$ cat src/rtl/ps2_rx.sv
// PS/2 device-to-host receiver: conditions the raw clock and data pins, deframes
// 11-bit frames, flags framing and parity faults, and queues good bytes.

module ps2_rx_filter #(
  parameter int FILTER_LEN = 8
) (
  input  logic clk,
  input  logic reset,
  input  logic pin,
  output logic level
);
  localparam int CW = $clog2(FILTER_LEN + 1);

  logic [1:0]    sync;
  logic [CW-1:0] cnt;

  // Both stages and the level reset high so a line held low at reset release
  // still needs a full FILTER_LEN run before it can register as a fall.
  always_ff @(posedge clk) begin
    if (reset) begin
      sync  <= 2'b11;
      level <= 1'b1;
      cnt   <= '0;
    end else begin
      sync <= {sync[0], pin};
      if (sync[1] == level) begin
        cnt <= '0;
      end else if (cnt == CW'(FILTER_LEN - 1)) begin
        level <= sync[1];
        cnt   <= '0;
      end else begin
        cnt <= cnt + CW'(1);
      end
    end
  end
endmodule

module ps2_rx #(
  parameter int CLK_HZ     = 50000000,
  parameter int FILTER_LEN = 8,
  parameter int TIMEOUT_US = 200,
  parameter int FIFO_DEPTH = 4
) (
  input  logic       clk,
  input  logic       reset,
  input  logic       ps2_clk,
  input  logic       ps2_data,
  output logic [7:0] data,
  output logic       valid,
  input  logic       ready,
  output logic       parity_err,
  output logic       frame_err,
  output logic       overflow,
  output logic       busy
);
  localparam int LIMIT = CLK_HZ / 1000000 * TIMEOUT_US;
  localparam int TW    = $clog2(LIMIT + 1);
  localparam int AW    = $clog2(FIFO_DEPTH);

  typedef enum logic [1:0] {IDLE, DATA, PARITY, STOP} state_t;

  // line index 0 = clock, 1 = data
  logic [1:0] pin_raw, pin_flt;
  assign pin_raw = {ps2_data, ps2_clk};

  for (genvar g = 0; g < 2; g++) begin : g_line
    ps2_rx_filter #(.FILTER_LEN(FILTER_LEN)) u_filt (
      .clk  (clk),
      .reset(reset),
      .pin  (pin_raw[g]),
      .level(pin_flt[g])
    );
  end

  logic clk_prev, fall, dat;
  assign fall = clk_prev & ~pin_flt[0];
  assign dat  = pin_flt[1];

  state_t        state, state_n;
  logic [2:0]    bit_cnt, bit_cnt_n;
  logic [7:0]    shreg, shreg_n;
  logic          par_bit, par_bit_n;
  logic [TW-1:0] tcnt;
  logic          push_req, perr, ferr;

  always_ff @(posedge clk) begin
    if (reset) begin
      state    <= IDLE;
      bit_cnt  <= '0;
      shreg    <= '0;
      par_bit  <= 1'b0;
      tcnt     <= '0;
      clk_prev <= 1'b1;
    end else begin
      state    <= state_n;
      bit_cnt  <= bit_cnt_n;
      shreg    <= shreg_n;
      par_bit  <= par_bit_n;
      clk_prev <= pin_flt[0];
      tcnt     <= (fall || state == IDLE) ? '0 : tcnt + TW'(1);
    end
  end

  always_comb begin
    state_n   = state;
    bit_cnt_n = bit_cnt;
    shreg_n   = shreg;
    par_bit_n = par_bit;
    push_req  = 1'b0;
    perr      = 1'b0;
    ferr      = 1'b0;
    case (state)
      IDLE: if (fall) begin
        if (!dat) begin
          state_n   = DATA;
          bit_cnt_n = '0;
        end else begin
          ferr = 1'b1;
        end
      end
      DATA: if (fall) begin
        shreg_n   = {dat, shreg[7:1]};
        bit_cnt_n = bit_cnt + 3'd1;
        if (bit_cnt == 3'd7) state_n = PARITY;
      end
      PARITY: if (fall) begin
        par_bit_n = dat;
        state_n   = STOP;
      end
      STOP: if (fall) begin
        state_n = IDLE;
        if (!dat)                       ferr     = 1'b1;
        else if (^{shreg, par_bit} == 1'b0) perr = 1'b1;
        else                            push_req = 1'b1;
      end
      default: state_n = IDLE;
    endcase
    // A stalled frame is abandoned; the counter is one short of LIMIT here so
    // the pulse lands exactly LIMIT cycles after the last fall.
    if (state != IDLE && !fall && tcnt == TW'(LIMIT - 1)) begin
      state_n   = IDLE;
      bit_cnt_n = '0;
      ferr      = 1'b1;
    end
  end

  // show-ahead byte FIFO; extra pointer bit separates full from empty
  logic [7:0] mem [FIFO_DEPTH];
  logic [AW:0] wr_ptr, rd_ptr;
  logic        full, pop, do_push;

  assign full    = (wr_ptr[AW] != rd_ptr[AW]) && (wr_ptr[AW-1:0] == rd_ptr[AW-1:0]);
  assign valid   = (wr_ptr != rd_ptr);
  assign pop     = valid & ready;
  assign do_push = push_req & (~full | pop);
  assign data    = mem[rd_ptr[AW-1:0]];

  always_ff @(posedge clk) begin
    if (reset) begin
      wr_ptr <= '0;
      rd_ptr <= '0;
      for (int i = 0; i < FIFO_DEPTH; i++) mem[i] <= '0;
    end else begin
      if (do_push) begin
        mem[wr_ptr[AW-1:0]] <= shreg;
        wr_ptr <= wr_ptr + (AW+1)'(1);
      end
      if (pop) rd_ptr <= rd_ptr + (AW+1)'(1);
    end
  end

  assign parity_err = perr & ~reset;
  assign frame_err  = ferr & ~reset;
  assign overflow   = push_req & full & ~pop & ~reset;
  assign busy       = (state != IDLE);
endmodule

$ cat config.mk
export PLATFORM = sky130hd
export DESIGN_NAME = ps2_rx
export DESIGN_NICKNAME = d
export VERILOG_FILES = /design/src/rtl/ps2_rx.sv
export SDC_FILE = /design/constraint.sdc
export NUM_CORES = 1
export LEC_CHECK = 0
export CAP_MARGIN = 20
export CORE_ASPECT_RATIO = 1.2
export CORE_MARGIN = 8
export CORE_UTILIZATION = 50
export CTS_BUF_LIST = sky130_fd_sc_hd__clkbuf_8
export CTS_CLUSTER_DIAMETER = 80
export DETAILED_ROUTE_END_ITERATION = 8
export PLACE_DENSITY = 0.78
export SYNTH_ARGS = -nofsm -noshare
export SYNTH_HDL_FRONTEND = slang
export SYNTH_HIERARCHICAL = 1
export SYNTH_SLANG_ARGS = --single-unit
export TNS_END_PERCENT = 50
$ cat constraint.sdc
create_clock -name clk -period 2.4 [get_ports clk]
set_clock_uncertainty 0.2 [all_clocks]
set_input_delay 0.48 -clock clk [delete_from_list [all_inputs] [get_ports clk]]
set_output_delay 0.48 -clock clk [all_outputs]
set_load 0.01 [all_outputs]
==> metrics.md <==
| Metric | Value |
|---|---|
| CTS H-tree depth | 3 |
| Worst EP arrival | 1.90 ns |
| Worst hold path startpoint | g_line[0].u_filt/sync[0]$_SDFF_PP1_ |
| Max Slew Vio Count | 0 |
| Post-DR wirelength/cell | 13.9 um |
| TNS Setup | -1.56 ns |
| Antenna-violating nets left | 0 |
| Drc violations | 0 |
| First-pass GRT wire length | 11.5 mm |
| Slack of the critical path | -0.183 ns |
| Clock Sinks | 83 |
| Vias per inst | 5.19 |
| Synthesized instance count | 324 |
| CTS tree | yes |
| CP Max Fanout | 2 |
| Unrepaired setup endpoints after global routing | yes |
| Mapped cell area | 3720 um2 |
| Mapped Nets | 340 |
| Core Area | 7230 um2 |
| Critical path launch point | shreg[3]$_SDFFE_PP0P_ |
| Post-DP HPWL | 4.87 mm |
| Die X | 94.7 um |
| Most frequent cell after synthesis | dfxtp_1 |
| Synth cell count leaders | dfxtp_1 (51), nor2_1 (36), and2_1 (33), edfxtp_1 (32), xor2_1 (17) |
| CP max-delay cell | xnor3_2 |
| Fill count | 590 |
| Layout cells sized above 1 | 0.267 |
| CP peak stage delay | 0.49 ns |
| Post-route minimum period | 2.58 ns |
| Crit end category | primary output |
| RD Place Congestion | 0.835 |
| Post-synth top area cell | dfxtp_1 |
| Root Buffer Master | clkbuf_8 |
| Cts bufs inserted | 9 |
| Synth top area cells | dfxtp_1 (27%), edfxtp_1 (26%), and2_1 (5.6%) |
| P per Cell Area | 541 nW/um2 |
| Non-Filler Instances | 491 |
| Synth warn | 6 |
| Clock buffer depth | 2 |
| Failing checks | setup timing |
| Die area | 10,500 um2 |
| CP bufs+invs | 2 |
| Syn Area/Cell | 11.5 um2 |
| CP top delay family | XOR/XNOR gates |
| Final period util | 1.08 |
| I/O pin count | 18 |
| Yosys top cell area share | 0.275 |
| Largest net degree at the start of global routing | 21 |
| Crit-path cells | xor2_1, xnor3_2, xnor2_4, buf_6, and2_4, buf_6 |
| RR Startpoint | shreg[3]$_SDFFE_PP0P_ |
| Number of global-route vias before repair | 2,530 |
| Post-synthesis async set-or-reset flop share | 0 |
| Top cell by count, worst path | buf_6 |
| Area Overhead vs Synth | 25.7% |
| Post-route cell area | 4670 um2 |
| Initial antenna violation count | 0 |
| N_diodes | 0 |
| Buffers on Ports | 17 |
| Pre-antenna DRT Iters | 4 |
| Hold Crit Class | flip-flop to flip-flop |
| Area after DPL | 4390 um2 |
| Worst Tran Pin Value | 0.489 ns |
| Leakage power | 1.90 nW |
| DR vias | 2,550 |
| Dpl cells | 473 |
| Post-synthesis sequential area ratio | 0.533 |
| GRT Total Usage | 0.135 |
| GRT Residual Overflow | 0 |
| Status | finished, violations left |
| Setup CP Type | flip-flop to primary output |
| F_max | 387 MHz |
| Flops & latches, synth | 83 |
| Clock Latency Late Sink | 0.35 ns |
| Relative slew slack | 0.671 |
| Synth cell types | 41 |
| Clk slew on worst S/H paths | 0.08 ns |
| CP required | 1.72 ns |
| Ys flop type | dfxtp_1 |
| Hold Vio Cnt, Final | 0 |
| Starting density of the core | 0.514 |
| 1st-iter DRT viols | 112 |
| Chip height | 110 um |
| Row cnt | 34 |
| Routed WL | 6.81 mm |
| Critical path launch point type | flip-flop |
| Post-synth EDFFs | 32 |
| Final #Nets | 412 |
| VDD IR max | 0.414 mV |
| Max Cap Viol | 0 |
| Setup Viol. Count Final | 19 |
-- cells in the final DEF, fill, tap and decap left out, types with 9 or more instances in the layout --
cell / count
xor2_1: 17
nor2_1: 36
clkbuf_8: 9
edfxtp_1: 32
ha_1: 10
buf_4: 46
mux2i_1: 12
nand3_1: 9
and2_1: 29
nand2_1: 11
dfxtp_1: 47
a21oi_1: 13
inv_1: 9
-- logic make-up after synthesis --
kind of cell	count (synthesis)	share of synthesized area
AND/OR/NAND/NOR	139	0.216
flip-flops	83	0.533
XOR/XNOR	27	0.0727
AO/OA/AOI/OAI	25	0.0377
multiplexers	22	0.0868
buffers and inverters	17	0.0172
adder cells (fa/ha/maj)	11	0.0370
-- path summary, 6_finish.rpt --
kind	cells after the start	end	slack [ns]
worst max-delay path	6	parity_err	-0.18
worst min-delay path	1	g_line[0].u_filt/sync[1]$_SDFF_PP1_	0.22
worst max register to register	8	mem[1][0]$_SDFFCE_PN0P_	-0.14
worst min register to register	1	g_line[0].u_filt/sync[1]$_SDFF_PP1_	0.22
-- routing by layer --
layer,wire (um),GRT usage,part of all wire,vias to the layer above
li1,-,-,-,1273
met1,2910,0.155,0.43,1226
met2,3550,0.231,0.52,38
met3,233,0.0312,0.034,13
met4,111,0.0574,0.016,0
met5,0,0,0,-
-- flip-flops by register name (all words and copies together), names as in the netlist, named ones only --
signal,flops
bit_cnt,3
clk_prev,1
g_line.u_filt/cnt,8
g_line.u_filt/level,2
g_line.u_filt/sync,4
mem,32
par_bit,1
rd_ptr,3
shreg,8
state,2
tcnt,14
wr_ptr,3
-- metrics by stage --
step                power, mW  worst slack, ns  hold WS, ns  utilization
floorplan                1.56         0.000595        0.189            -
global placement         1.60           -0.354        0.196        0.607
detailed placement       1.60           -0.379        0.197        0.607
CTS                      2.55           -0.180        0.220        0.640
global route             2.61           -0.301        0.225        0.646
finish                   2.53           -0.183        0.219        0.646
-- power breakdown --
part	internal, mW	switching [mW]	leakage (nW)
combinational	0.0366	0.0340	1.09
sequential	1.49	0.00781	0.723
clock	0.476	0.488	0.0907
total	2.00	0.530	1.90
-- cell type report --
cell class,count,area [um2],area share
clock buffers,9,124,0.0265
clock inverters,7,68.8,0.0147
inverters,8,30.0,0.00642
multi-input cells,224,1740,0.371
flip-flops and latches,83,1990,0.425
well taps,90,113,0.0241
repair buffers,70,617,0.132
-- worst reg2reg max path, delay by kind of cell, from the launching register on --
family,cells,cell delay [ns]
xor gates and xnor gates,3,0.81
and+or+nand+nor,2,0.49
buffers and inverters,3,0.42
DFF,1,0.34
-- what timing repair did --
item,4_1_cts,5_1_grt
endpoints found under the setup margin,35,46
setup buffers,1,2
pin swaps,7,6
resized for setup,35,12
hold buffers,0,0
(Power assumes the default switching activity.)
